===== src/rtl/iterative_divider_pkg.sv =====
// Shared types and constants for the RV32M iterative divider.
package iterative_divider_pkg;

  localparam int XLEN = 32;

  // Encoding matches funct3[1:0] of the M-extension divide group.
  typedef enum logic [1:0] {
    DIV  = 2'b00,
    DIVU = 2'b01,
    REM  = 2'b10,
    REMU = 2'b11
  } div_op_e;

  typedef enum logic [1:0] {
    IDLE = 2'b00,
    BUSY = 2'b01,
    DONE = 2'b10
  } div_state_e;

  function automatic logic op_signed(input div_op_e op);
    return ~op[0];
  endfunction

  function automatic logic op_rem(input div_op_e op);
    return op[1];
  endfunction

endpackage


===== src/rtl/div_sign_fixup.sv =====
// Turns unsigned quotient/remainder magnitudes into the architectural result,
// applying sign fixups and the divide-by-zero / signed-overflow overrides.
module div_sign_fixup
  import iterative_divider_pkg::*;
(
  input  logic            is_rem,
  input  logic            neg_quo,
  input  logic            neg_rem,
  input  logic            spec_zero,
  input  logic            spec_ovf,
  input  logic [XLEN-1:0] quo_mag,
  input  logic [XLEN-1:0] rem_mag,
  output logic [XLEN-1:0] result
);

  logic [XLEN-1:0] quo_s;
  logic [XLEN-1:0] rem_s;

  always_comb begin
    quo_s = neg_quo ? -quo_mag : quo_mag;
    rem_s = neg_rem ? -rem_mag : rem_mag;
    // rem_mag holds |dividend| on divide-by-zero, so rem_s already equals dividend
    if (spec_zero) quo_s = '1;
    if (spec_ovf) begin
      quo_s = {1'b1, {(XLEN-1){1'b0}}};
      rem_s = '0;
    end
    result = is_rem ? rem_s : quo_s;
  end

endmodule


===== src/rtl/iterative_divider.sv =====
// Multi-cycle RV32M DIV/DIVU/REM/REMU unit: restoring radix-2, one quotient
// bit per cycle, with a pipeline stall output and kill/hold handshake.
module iterative_divider
  import iterative_divider_pkg::*;
(
  input  logic            clk,
  input  logic            reset_n,
  input  logic            div_start,
  input  logic [1:0]      div_op,
  input  logic [XLEN-1:0] dividend,
  input  logic [XLEN-1:0] divisor,
  input  logic            kill,
  input  logic            hold,
  output logic            divide_stall,
  output logic [XLEN-1:0] div_result,
  output logic            div_done
);

  localparam int CNT_W = $clog2(XLEN + 1);

  div_state_e       state;
  logic [CNT_W-1:0] cnt;
  div_op_e          op_q;
  logic [XLEN-1:0]  quo;
  logic [XLEN-1:0]  rem;
  logic [XLEN-1:0]  dsr_mag;
  logic             neg_quo;
  logic             neg_rem;
  logic             spec_zero;
  logic             spec_ovf;

  // operand decode at accept time
  div_op_e         op_in;
  logic            sgn_in;
  logic            a_neg;
  logic            b_neg;
  logic [XLEN-1:0] a_mag;
  logic [XLEN-1:0] b_mag;
  logic            zero_in;
  logic            ovf_in;
  logic            accept;

  always_comb begin
    op_in   = div_op_e'(div_op);
    sgn_in  = op_signed(op_in);
    a_neg   = sgn_in & dividend[XLEN-1];
    b_neg   = sgn_in & divisor[XLEN-1];
    a_mag   = a_neg ? -dividend : dividend;
    b_mag   = b_neg ? -divisor : divisor;
    zero_in = (divisor == '0);
    ovf_in  = sgn_in && (dividend == {1'b1, {(XLEN-1){1'b0}}}) && (divisor == '1);
  end

  assign accept = reset_n && (state == IDLE) && div_start && !kill;

  // Partial remainder is one bit wider so DIVU with divisor >= 2^(XLEN-1) stays exact.
  logic [XLEN:0] rem_sh;
  logic [XLEN:0] rem_sub;
  logic          ge;

  assign rem_sh  = {rem, quo[XLEN-1]};
  assign rem_sub = rem_sh - {1'b0, dsr_mag};
  assign ge      = (rem_sh >= {1'b0, dsr_mag});

  always_ff @(posedge clk or negedge reset_n) begin
    if (!reset_n) begin
      state     <= IDLE;
      cnt       <= '0;
      op_q      <= DIV;
      quo       <= '0;
      rem       <= '0;
      dsr_mag   <= '0;
      neg_quo   <= 1'b0;
      neg_rem   <= 1'b0;
      spec_zero <= 1'b0;
      spec_ovf  <= 1'b0;
    end else if (kill) begin
      state <= IDLE;
      cnt   <= '0;
    end else begin
      case (state)
        IDLE: if (div_start) begin
          op_q      <= op_in;
          dsr_mag   <= b_mag;
          neg_quo   <= (a_neg ^ b_neg) && !zero_in;
          neg_rem   <= a_neg;
          spec_zero <= zero_in;
          spec_ovf  <= ovf_in;
          if (zero_in || ovf_in) begin
            state <= DONE;
            quo   <= '0;
            rem   <= a_mag;
          end else begin
            state <= BUSY;
            cnt   <= CNT_W'(XLEN);
            quo   <= a_mag;
            rem   <= '0;
          end
        end
        BUSY: begin
          quo <= {quo[XLEN-2:0], ge};
          rem <= ge ? rem_sub[XLEN-1:0] : rem_sh[XLEN-1:0];
          cnt <= cnt - CNT_W'(1);
          if (cnt == CNT_W'(1)) state <= DONE;
        end
        DONE: if (!hold) state <= IDLE;
        default: state <= IDLE;
      endcase
    end
  end

  logic [XLEN-1:0] fix_result;
  logic            is_rem;

  assign is_rem = op_rem(op_q);

  div_sign_fixup u_fixup (
    .is_rem   (is_rem),
    .neg_quo  (neg_quo),
    .neg_rem  (neg_rem),
    .spec_zero(spec_zero),
    .spec_ovf (spec_ovf),
    .quo_mag  (quo),
    .rem_mag  (rem),
    .result   (fix_result)
  );

  assign divide_stall = accept || (reset_n && !kill && (state == BUSY));
  assign div_done     = (state == DONE) && !kill;
  assign div_result   = div_done ? fix_result : '0;

endmodule


===== config.mk =====
export PLATFORM = sky130hd
export DESIGN_NAME = iterative_divider
export DESIGN_NICKNAME = d
export VERILOG_FILES = /design/src/rtl/iterative_divider_pkg.sv /design/src/rtl/div_sign_fixup.sv /design/src/rtl/iterative_divider.sv
export SDC_FILE = /design/constraint.sdc
export NUM_CORES = 1
export LEC_CHECK = 0
export ABC_AREA = 1
export CAP_MARGIN = 20
export CORE_MARGIN = 10
export CORE_UTILIZATION = 57
export CTS_CLUSTER_SIZE = 12
export DETAILED_ROUTE_END_ITERATION = 10
export PLACE_DENSITY = 0.79
export REMOVE_ABC_BUFFERS = 1
export SKIP_LAST_GASP = 1
export SYNTH_ARGS = -nofsm -noshare
export SYNTH_HDL_FRONTEND = slang
export SYNTH_SLANG_ARGS = --single-unit

===== constraint.sdc =====
create_clock -name clk -period 4.8 [get_ports clk]
set_clock_uncertainty 0.2 [all_clocks]
set_input_delay 0.72 -clock clk [delete_from_list [all_inputs] [get_ports clk]]
set_output_delay 0.72 -clock clk [all_outputs]
set_load 0.05 [all_outputs]

==> results.cfg, run 1 <==
[status]
status = finished clean

[synth]
synth-main-ff-cell = dfrtp_1
yosys.area.top_type_share = 0.226
synth_cells = 2131
ys.warnings.count = 0
synthesis.area_mm2 = 0.0121
ys_types = 52
ys_ff_latch = 109
synthTopCellsByArea = dfrtp_1 23%, nand2_1 20%, inv_1 8.9%
async_flop_share = 1.00
synth_top_area_cell = dfrtp_1
avgSynthCellArea_um2 = 5.67
ys_seq_area_frac = 0.226
synth_edf_count = 0

[detailed_routing]
drt-initial-drc-count = 1846
wirelength_um = 43100
drt_first_pass_iters = 8
ant_nets = 0
vias = 14100
routed_via_density = 5.68
drc = 0
wl_per_cell_um = 17.4

[power_and_ir_drop]
p_total_mw = 9.24
powerDensity_mw_per_mm2 = 661
peakVddDrop_mv = 0.290
power.leakage_nw = 7.05

[floorplan]
core-area_mm2 = 0.0210
start_util = 0.577
die_area_mm2 = 0.0274
placementRows = 53
die_y_um = 166
die_w_um = 166
pin_count = 105

[finish]
mostFrequentLayoutCell = nand2_1
drive_above_1_share = 0.0603
fin_cells = 2480
synthToLayoutAreaGrowth_pct = 15.6
layout_common_cells = 650 x nand2_1, 287 x inv_1, 274 x nor2_1
nets = 2311
diodes = 0

[sta]
relSlewSlack = 0.313
tns_ns = 0
finalHoldViolations = 0
fin_crit_sh = 0.806
finalCriticalPeriod_ns = 3.87
max_freq_mhz = 258
fin_hold_ws_ns = 0.107
slew_violations = 0
tightest_slew_ns = 1.03
rsz0062_at_grt = false
setup_viol = 0

[clocking]
cts_root_buf = clkbuf_16
cts_hold_buf = 0
ctsResizeCount = 0
clock_sinks = 109
cts_max_level = 3
post_cts_buffers = 0
clk_path_buf_depth = 2
cts_tree = done
clock_latency_ns = 0.36
clk_pin_slew_ns = 0.09
cts_buffers = 9

[place]
gp_congestion = 0.976
placedCellCount = 2463
io_buffers = 104
dpl.hpwl_um = 34500

[worst_setup_path]
cp_data_arrival_time_ns = 2.95
cp_common_cell = nand3_1
required_ns = 3.88
path_delay_family = simple AND/OR/NAND/NOR gates
path_cells = inv_1 > ha_1 > inv_1 > nor3_1 > nand3_1 > nor2_1 > nand2_1 > o21ai_2 > nand3_1 > nand3_1 > nand2_1 > nor2_1 > buf_12
path_class = reg2out
path_buf_inv = 3
cpPeakStageDelay_ns = 0.41
path_max_fanout = 6
critical_path.slowest_cell = dfrtp_1
endpoint_kind = primary output
startpoint_type = flop

[grt]
grt_max_degree = 73
gr-total-overflow = 0
grt_pass1_vias = 13100
grt_antenna_before_repair = 0
grt.total_usage = 0.301
grt_pass1_wl_um = 68800

[flow_run]
drv_cap = 0

[worst_hold_path]
hp-class = in2async
## per-stage QoR
stage,setup WS (ns),utilization,instance area [µm²]
after floorplan,0.0497,-,11800
after global placement,1.06,0.651,13600
after detailed placement,1.12,0.652,13700
after CTS,0.988,0.666,14000
after global routing,0.657,0.667,14000
final,0.929,0.667,14000
## flip-flops by register name, summed over array words and instances (netlist names)
name and count:
op_q 1, quo 32, spec_ovf 1, neg_quo 1, dsr_mag 32, state 2, neg_rem 1, spec_zero 1
rem 32, cnt 6
## cells by family after synthesis
kind of cell               synth area share
DFF                                   0.226
buffers and inverters                 0.123
and+or+nand+nor                       0.437
adders and majority gates            0.0420
xor gates and xnor gates             0.0391
AOI/OAI and AO/OA                     0.133
## layer usage
layer / routed length (µm) / vias up / track usage / share of wire
li1: - / 6911 / - / -
met1: 18000 / 6347 / 0.388 / 0.42
met2: 19600 / 729 / 0.496 / 0.45
met3: 3750 / 108 / 0.0447 / 0.087
met4: 1770 / 0 / 0.121 / 0.041
met5: 0 / - / 0 / 0
## cell usage after synthesis (all sizes together) (2+ instances only)
cell / count
a21oi: 140
a22oi: 22
a311oi: 3
a31oi: 6
and2: 6
buf: 29
clkbuf: 37
clkinv: 4
dfrtp: 109
ha: 39
inv: 314
nand2: 657
nand3: 208
nand3b: 12
nand4: 26
nor2: 289
nor3: 34
nor4: 5
o211ai: 4
o21ai: 104
o21bai: 2
o22ai: 3
o31ai: 5
or2: 10
xnor2: 27
xor2: 27
## worst reg2reg max path, cell delays in order, from the launching register on
cell and delay (ns):
dfrtp_1 0.48, ha_1 0.43, nand2_1 0.13, nor2_1 0.28
nand2_1 0.15, nor2_1 0.11, nand3_1 0.09, nand2_1 0.12
nor2_4 0.03, buf_4 0.23, nand2_4 0.36, nand2_2 0.27
nand2_1 0.12, nand2_1 0.06, a21oi_1 0.15
## final cells by class
cell class	instances	area [µm²]
Clock buffer	10	229
Clock inverter	6	68.8
Fill cell	2020	6970
Inverter	318	1190
Multi-Input combinational cell	1638	7890
Sequential cell	109	2730
Tap cell	275	344
Timing Repair Buffer	124	1530
## path summary, 6_finish.rpt
check | start | end | slack, ns | cells after the start
min in group clk | dsr_mag[26] | dsr_mag[26] | 0.28 | 2
setup / recovery | quo[0] | div_result[26] | 0.93 | 13
max in group asynchronous | reset_n | cnt[5] | 2.88 | 2
hold reg to reg | dsr_mag[26] | dsr_mag[26] | 0.28 | 2
hold / removal | reset_n | quo[3] | 0.11 | 1
setup reg to reg | rem[18] | rem[30] | 1.51 | 14
## power by group
group / total [mW] / internal (mW) / switching [mW] / leakage, nW
clock network: 0.815 / 0.412 / 0.402 / 0.144
logic: 6.55 / 2.19 / 4.35 / 5.59
registers: 1.88 / 1.35 / 0.524 / 1.31
Note: power is estimated with default switching activity, not from simulation.
==> run 2, diff against run 1 <==
==> constraint.sdc (replaced) <==
create_clock -name clk -period 3.9 [get_ports clk]
set_clock_uncertainty 0.2 [all_clocks]
set_input_delay 0.585 -clock clk [delete_from_list [all_inputs] [get_ports clk]]
set_output_delay 0.585 -clock clk [all_outputs]
set_load 0.05 [all_outputs]
==> run 2 against run 1 <==
Net effect: final area increased by 0.55%; power up 23%; worst setup slack worse by 0.74 ns; global-route usage is essentially flat; first-iteration DRC count down 3.1%; wire length is 0.51% lower; clock power increased by 21%; critical path depth unchanged; sequential share of layout area is 0.11 points lower; critical path type unchanged; highest routed layer unchanged.
==> results.cfg, run 2 (same netlist as run 1, synthesis figures left out) <==
[floorplan]
die_area_mm2 = 0.0274
start_util = 0.577
die_y_um = 166
placementRows = 53
die_w_um = 166
pin_count = 105
core-area_mm2 = 0.0210

[finish]
layout_common_cells = 650 x nand2_1, 287 x inv_1, 273 x nor2_1
diodes = 0
synthToLayoutAreaGrowth_pct = 16.3
drive_above_1_share = 0.0646
largestRegisters = dsr_mag (32), quo (32), rem (32)
fin_area_mm2 = 0.0141
mostFrequentLayoutCell = nand2_1
nets = 2321

[clocking]
clock_sinks = 109
cts_root_buf = clkbuf_16
post_cts_buffers = 0
cts_tree = done
clk_path_buf_depth = 2
clock_latency_ns = 0.38
cts_max_level = 3
clk_pin_slew_ns = 0.09
cts_buffers = 9

[detailed_routing]
routed_via_density = 5.73
vias = 14300
wl_per_cell_um = 17.2
wirelength_um = 42900
drt_first_pass_iters = 6
drt-initial-drc-count = 1788
ant_nets = 0
drc = 0

[sta]
finalHoldViolations = 0
fin_hold_ws_ns = 0.0827
fin_crit_sh = 0.951
max_freq_mhz = 269
finalCriticalPeriod_ns = 3.71
setup_slack_ns = 0.189
tightest_slew_ns = 0.918
slew_violations = 0
setup_viol = 0
relSlewSlack = 0.388

[power_and_ir_drop]
peakVddDrop_mv = 0.356
power.leakage_nw = 7.09
powerDensity_mw_per_mm2 = 806

[place]
dpl.hpwl_um = 34400
gp_congestion = 1.03
pre_cts_ws_ns = 0.341
io_buffers = 104
place_area_mm2 = 0.0138

[worst_setup_path]
startpoint_type = flop
rr_startpoint = rem[4]
r2r_end = rem[28]
required_ns = 3.12
r2r_slack_ns = 0.93
path_max_fanout = 5
path_class = reg2out
r2r_cells = 13
endpoint_kind = primary output
cp_data_arrival_time_ns = 2.93

[status]
status = finished clean

[grt]
grt_pass1_vias = 13200
grt_pass1_wl_um = 68700
grt_antenna_before_repair = 0
grt_max_degree = 68
grt.total_usage = 0.301
gr-total-overflow = 0

[flow_run]
drv_cap = 0

[worst_hold_path]
hp-class = in2async
[run 2: changes by cell type in the layout (fill, tap and decap cells not counted), sizes merged]
| cell | previous run | this run |
|---|---|---|
| buf | 53 | 63 |
| inv | 317 | 315 |
| clkinv | 5 | 6 |
| clkbuf | 10 | 12 |
| clkinvlp | 1 | 0 |
[run 2: worst max-delay path by stage]
stage                     start              to  slack [ns]  depth (start not counted)
floorplan                  kill   div_result[2]       -0.58                          7
global placement    dividend[0]          cnt[2]        0.36                         13
finish                   rem[0]  div_result[22]        0.19                         13
CTS                      quo[0]  div_result[30]        0.15                         13
global route             rem[0]  div_result[22]       -0.01                         13
detailed placement  dividend[0]          cnt[5]        0.34                         13
[run 2: cell type report]
cell class	count	area, µm²
Fill cell	2066	6900
Clock inverter	4	56.3
Timing Repair Buffer	134	1600
Sequential cell	109	2730
Inverter	318	1190
Tap cell	275	344
Multi-Input combinational cell	1638	7910
Clock buffer	12	236
[run 2: critical path, cell delays in order (launching register included)]
cell	delay, ns
dfrtp_1	0.43
inv_2	0.15
ha_1	0.21
nand3_1	0.13
nor2_1	0.23
nand4_1	0.19
nor2_2	0.23
nand2_1	0.09
nand2_1	0.18
nand2_1	0.10
o21ai_0	0.17
a21oi_1	0.10
nor2_1	0.20
buf_12	0.17
[run 2: where the power goes]
part | switching, mW | internal (mW)
Sequential | 0.691 | 1.67
Combinational | 5.30 | 2.69
Clock | 0.480 | 0.506
Total | 6.47 | 4.87
[run 2: stage by stage]
| stage | util | power, mW | TNS (ns) | cells |
|---|---|---|---|---|
| final | 0.671 | 11.3 | 0 | 2490 |
| after global routing | 0.671 | 12.5 | -0.0128 | 2490 |
| after CTS | 0.670 | 11.2 | 0 | 2490 |
| after detailed placement | 0.656 | 10.2 | 0 | 2474 |
| after global placement | 0.656 | 9.98 | 0 | 2474 |
| after floorplan | - | 7.86 | -28.13 | 2065 |
[run 2: what timing repair did]
action,CTS,global route
hold buffers,0,0
gates resized for setup,0,3
setup endpoints to repair,0,5
[run 2: metal layers]
metal,GRT usage,part of all wire,vias to the layer above
met3,0.0424,0.090,108
li1,-,-,6963
met1,0.387,0.41,6420
met2,0.492,0.46,774
met5,0,0,-
met4,0.132,0.041,0
